**config.mk**
```make
export PLATFORM = sky130hd
export DESIGN_NAME = tgl_hs_rx
export DESIGN_NICKNAME = d
export VERILOG_FILES = /design/src/rtl/tgl_pkg.sv /design/src/rtl/tgl_hs_rx_sync.sv /design/src/rtl/tgl_hs_rx.sv
export SDC_FILE = /design/constraint.sdc
export NUM_CORES = 1
export LEC_CHECK = 0
export ABC_AREA = 1
export BUFFER_PORTS_ARGS = -buffer_cell sky130_fd_sc_hd__buf_2
export CAP_MARGIN = 0
export CORE_AREA = 3 3 45 55
export CTS_BUF_LIST = sky130_fd_sc_hd__clkbuf_8
export CTS_CLUSTER_DIAMETER = 30
export DETAILED_ROUTE_END_ITERATION = 8
export DIE_AREA = 0 0 48 58
export PLACE_DENSITY = 0.56
export SLEW_MARGIN = 10
export SYNTH_ARGS = -nofsm -noshare
export SYNTH_HDL_FRONTEND = slang
export SYNTH_HIERARCHICAL = 1
export SYNTH_SLANG_ARGS = --single-unit
```
**constraint.sdc**
```tcl
create_clock -name clk -period 1 [get_ports clk]
set_input_delay 0.05 -clock clk [delete_from_list [all_inputs] [get_ports clk]]
set_output_delay 0.05 -clock clk [all_outputs]
set_load 0.01 [all_outputs]
```
**src/rtl/tgl_pkg.sv**
```systemverilog
// Shared types and constants for the toggle-handshake receiver.
// Optional event counter enabled by defining TGL_RX_CNT_EN.
package tgl_pkg;

  typedef enum logic [0:0] {
    TGL_IDLE  = 1'b0,
    TGL_VALID = 1'b1
  } tgl_state_e;

  localparam int TGL_SYNC_DEFAULT = 2;
  localparam int TGL_CNT_W        = 16;

endpackage

```
**src/rtl/tgl_hs_rx_sync.sv**
```systemverilog
// N-stage flop chain for bringing a toggle level into the clk domain.
// Also usable on the sender side to synchronise ack_tgl.
module tgl_sync
  import tgl_pkg::*;
#(
  parameter int SYNC_STAGES = TGL_SYNC_DEFAULT
) (
  input  logic clk,
  input  logic rst,
  input  logic d,
  output logic q
);

  logic [SYNC_STAGES-1:0] chain;

  always_ff @(posedge clk or posedge rst) begin
    if (rst) begin
      chain <= '0;
    end else begin
      chain <= {chain[SYNC_STAGES-2:0], d};
    end
  end

  assign q = chain[SYNC_STAGES-1];

endmodule

```
**src/rtl/tgl_hs_rx.sv**
```systemverilog
// Two-phase toggle receiver: decodes req_tgl edges into valid/ready words.
// Define TGL_RX_CNT_EN to add the evt_cnt accepted-word counter.
module tgl_hs_rx
  import tgl_pkg::*;
#(
  parameter int DATA_W      = 8,
  parameter int SYNC_STAGES = TGL_SYNC_DEFAULT
) (
  input  logic              clk,
  input  logic              rst,
  input  logic              req_tgl,
  input  logic [DATA_W-1:0] data_in,
  output logic              ack_tgl,
  output logic              out_valid,
  output logic [DATA_W-1:0] out_data,
  input  logic              out_ready,
  input  logic              err_clr,
  output logic              err_proto
`ifdef TGL_RX_CNT_EN
  ,
  output logic [TGL_CNT_W-1:0] evt_cnt
`endif
);

  tgl_state_e state;
  logic       req_s;
  logic       req_last;
  logic       evt;
  logic       accept;

  tgl_sync #(
    .SYNC_STAGES(SYNC_STAGES)
  ) u_req_sync (
    .clk(clk),
    .rst(rst),
    .d  (req_tgl),
    .q  (req_s)
  );

  assign evt    = req_s ^ req_last;
  assign accept = out_valid & out_ready;

  // req_last only advances on capture, so an early toggle stays pending
  always_ff @(posedge clk or posedge rst) begin
    if (rst) begin
      state     <= TGL_IDLE;
      req_last  <= 1'b0;
      out_valid <= 1'b0;
      out_data  <= '0;
      ack_tgl   <= 1'b0;
    end else begin
      case (state)
        TGL_IDLE: begin
          if (evt) begin
            out_data  <= data_in;
            req_last  <= req_s;
            out_valid <= 1'b1;
            state     <= TGL_VALID;
          end
        end
        TGL_VALID: begin
          if (accept) begin
            out_valid <= 1'b0;
            ack_tgl   <= ~ack_tgl;
            state     <= TGL_IDLE;
          end
        end
        default: state <= TGL_IDLE;
      endcase
    end
  end

  always_ff @(posedge clk or posedge rst) begin
    if (rst) begin
      err_proto <= 1'b0;
    end else if ((state == TGL_VALID) && evt) begin
      err_proto <= 1'b1;
    end else if (err_clr) begin
      err_proto <= 1'b0;
    end
  end

`ifdef TGL_RX_CNT_EN
  always_ff @(posedge clk or posedge rst) begin
    if (rst) begin
      evt_cnt <= '0;
    end else if (accept) begin
      evt_cnt <= evt_cnt + 1'b1;
    end
  end
`endif

endmodule

```
==> out/results.ini <==
[timing]
fin_skew_ps=0.494
fmax_ghz=1.02
worst_slew_pin_slew_ps=522
hold_viol=0
rsz0062_at_grt=true
report.final.slew_viol_count=0
slew_headroom_pct=65.1
period_needed_ps=982
finalSetupViolations=0
post-route-period-util_pct=98.2
setup_ws_ps=17.8
setup-tns-final_ps=0
fin_hold_ws_ps=60.9

[yosys]
synthArstFlopShare_pct=100
syn-num-nets=73
synth_most_common_cell=nand2_1
yosys.area.top_type=dfrtp_1
yosys.area.top_type_share_pct=62.8
synth_area_per_cell_um2=9.97
mappedNetlistArea_um2=598
synth_edf_count=0
ys_warn_count=6
synth-main-ff-cell=dfrtp_1
synth.area.top_cells=dfrtp_1, nand2_1, nand4_1, inv_1, nand3_4
syn_inst=60
ys_ff_latch=15
synth_cell_types=11
synthTopCellsByCount=nand2_1, dfrtp_1, nand4_1, inv_1
seq_area_frac_synth_pct=62.8

[setup_path]
arrival_ps=1120
path_cells=inv_2 > nand2_4 > nand3_4 > nand2_2 > nand2_2
crit_path_top_delay_cell=dfrtp_1
cp_common_cell=nand2_2
critPathMaxStageDelay_ps=420
crit_fanout=6
end_kind=register
cp-start-kind=register
critPathRequiredTime_ps=1130
worstSetupPathType=reg2reg

[clock_tree]
cts_setup_buffers=0
clk_latency_ps=240
path_clk_slew_ps=60
cts_htree_levels=1
numCtsBuffers=3
root_buffer=clkbuf_8
clock_path_buffers=2
cts_tree=yes
cts_sinks=15

[global_route]
grt_antenna_before_repair=0
grt_pass1_vias=473
grt.overflow.total=0
track_usage_pct=10.2
grt_max_degree=14
grt_first_pass_wirelength_um=1970

[finish]
syn_to_final_growth_pct=47.3
final_nets=109
layout.cells.non_filler=115
stdcell_area_um2=881
drive_above_1_share_pct=43.2
seqCellArea_um2=375
fillers=207
antenna_cells=0
multi_input_area_um2=239

[status]
status=finished, final reports clean

[power]
total_leakage_power_nw=0.480
vdd_drop_max_mv=1.54
power.density_mw_per_mm2=3070

[route]
drt-wirelength-per-cell_um=11.7
drc=0
wl_met3_um=95
finalWirelength_um=1350
first_pass_iters=4
met2WireLength_um=627
met1Wirelength_um=601
drt-initial-drc-count=11
ant_nets=0
viasPerCell=4.65
dr.max_layer_used=met4
num_vias=535

[job]
drv_cap=0

[floorplanning]
core_mm2=0.00203
row_count=18
ios=24
fp.dieW_um=48
start_util_pct=29.5
die_area_mm2=0.00278
die_h_um=58

[placed_design]
place_congestion=0.722
dpl_worst_slack_ps=31.0
dp_hpwl_um=942
dpl_cell_area_um2=761
dp.cells=106
portBuffers=23

[min_path]
hp-class=in2reg

cells by family after synthesis:
logic type                synth area share, %
DFF                                      62.8
and+or+nand+nor                          30.3
xor gates and xnor gates                 1.46
AOI/OAI and AO/OA                        1.67
buffers and inverters                    3.77
cell usage in the layout, fill, tap and decap left out, drive strengths merged:
cell,n
xnor2,1
nand4,8
dfrtp,15
dlygate4sd3,3
nand3,4
o21ai,2
inv,7
clkbuf,3
nand2,26
buf,26
worst paths after layout:
check / end / depth (start not counted) / startpoint / slack (ps)
max: out_data[0]$_DFFE_PP0P_ / 5 / req_last$_DFFE_PP0P_ / 20
min in group asynchronous: u_req_sync/chain[1]$_DFF_PP0_ / 3 / rst / 210
min reg2reg: u_req_sync/chain[1]$_DFF_PP0_ / 0 / u_req_sync/chain[0]$_DFF_PP0_ / 350
min: out_data[1]$_DFFE_PP0P_ / 3 / data_in[1] / 60
max in group asynchronous: ack_tgl$_DFFE_PP0P_ / 3 / rst / 250
max reg2reg: out_data[0]$_DFFE_PP0P_ / 5 / req_last$_DFFE_PP0P_ / 20
worst max-delay path, delay by kind of cell (launching register included):
family / cells / cell delay [ps]
buf+inv: 1 / 80
simple gates: 4 / 370
flops: 1 / 420
sequential cells by signal (all words and copies together), names as in the netlist:
signal / flops
out_valid: 1
err_proto: 1
ack_tgl: 1
u_req_sync/chain: 2
state: 1
req_last: 1
out_data: 8
area by class of cell:
cell class,count,area share (%)
Clock buffer,3,4.69
Clock inverter,1,0.426
Inverter,6,2.84
Multi-Input combinational cell,41,27.1
Sequential cell,15,42.6
Tap cell,20,2.84
Timing Repair Buffer,29,19.5
what timing repair did:
item	in CTS	in global routing
endpoints found under the setup margin	0	8
hold buffers	3	0
hold endpoints to repair	17	0
resized for setup	0	10
power breakdown:
part           internal (W)  switching [W]  total, W
Combinational      0.000497       0.000682   0.00118
Sequential         0.000879       0.000187   0.00107
Clock              0.000271       0.000190  0.000461
layer usage:
metal,track usage [%],up-vias
met5,0,-
met1,13.7,241
met2,13.8,23
met4,4.62,0
met3,4.66,2
li1,-,269
per-stage QoR:
stage / utilization [%] / power, W
2_1_floorplan: - / 0.00165
3_3_place_gp: 37.5 / 0.00208
3_5_place_dp: 37.5 / 0.00210
4_1_cts: 41.2 / 0.00258
5_1_grt: 43.5 / 0.00295
6_report: 43.5 / 0.00271
Power figures use the tool's default switching activity.
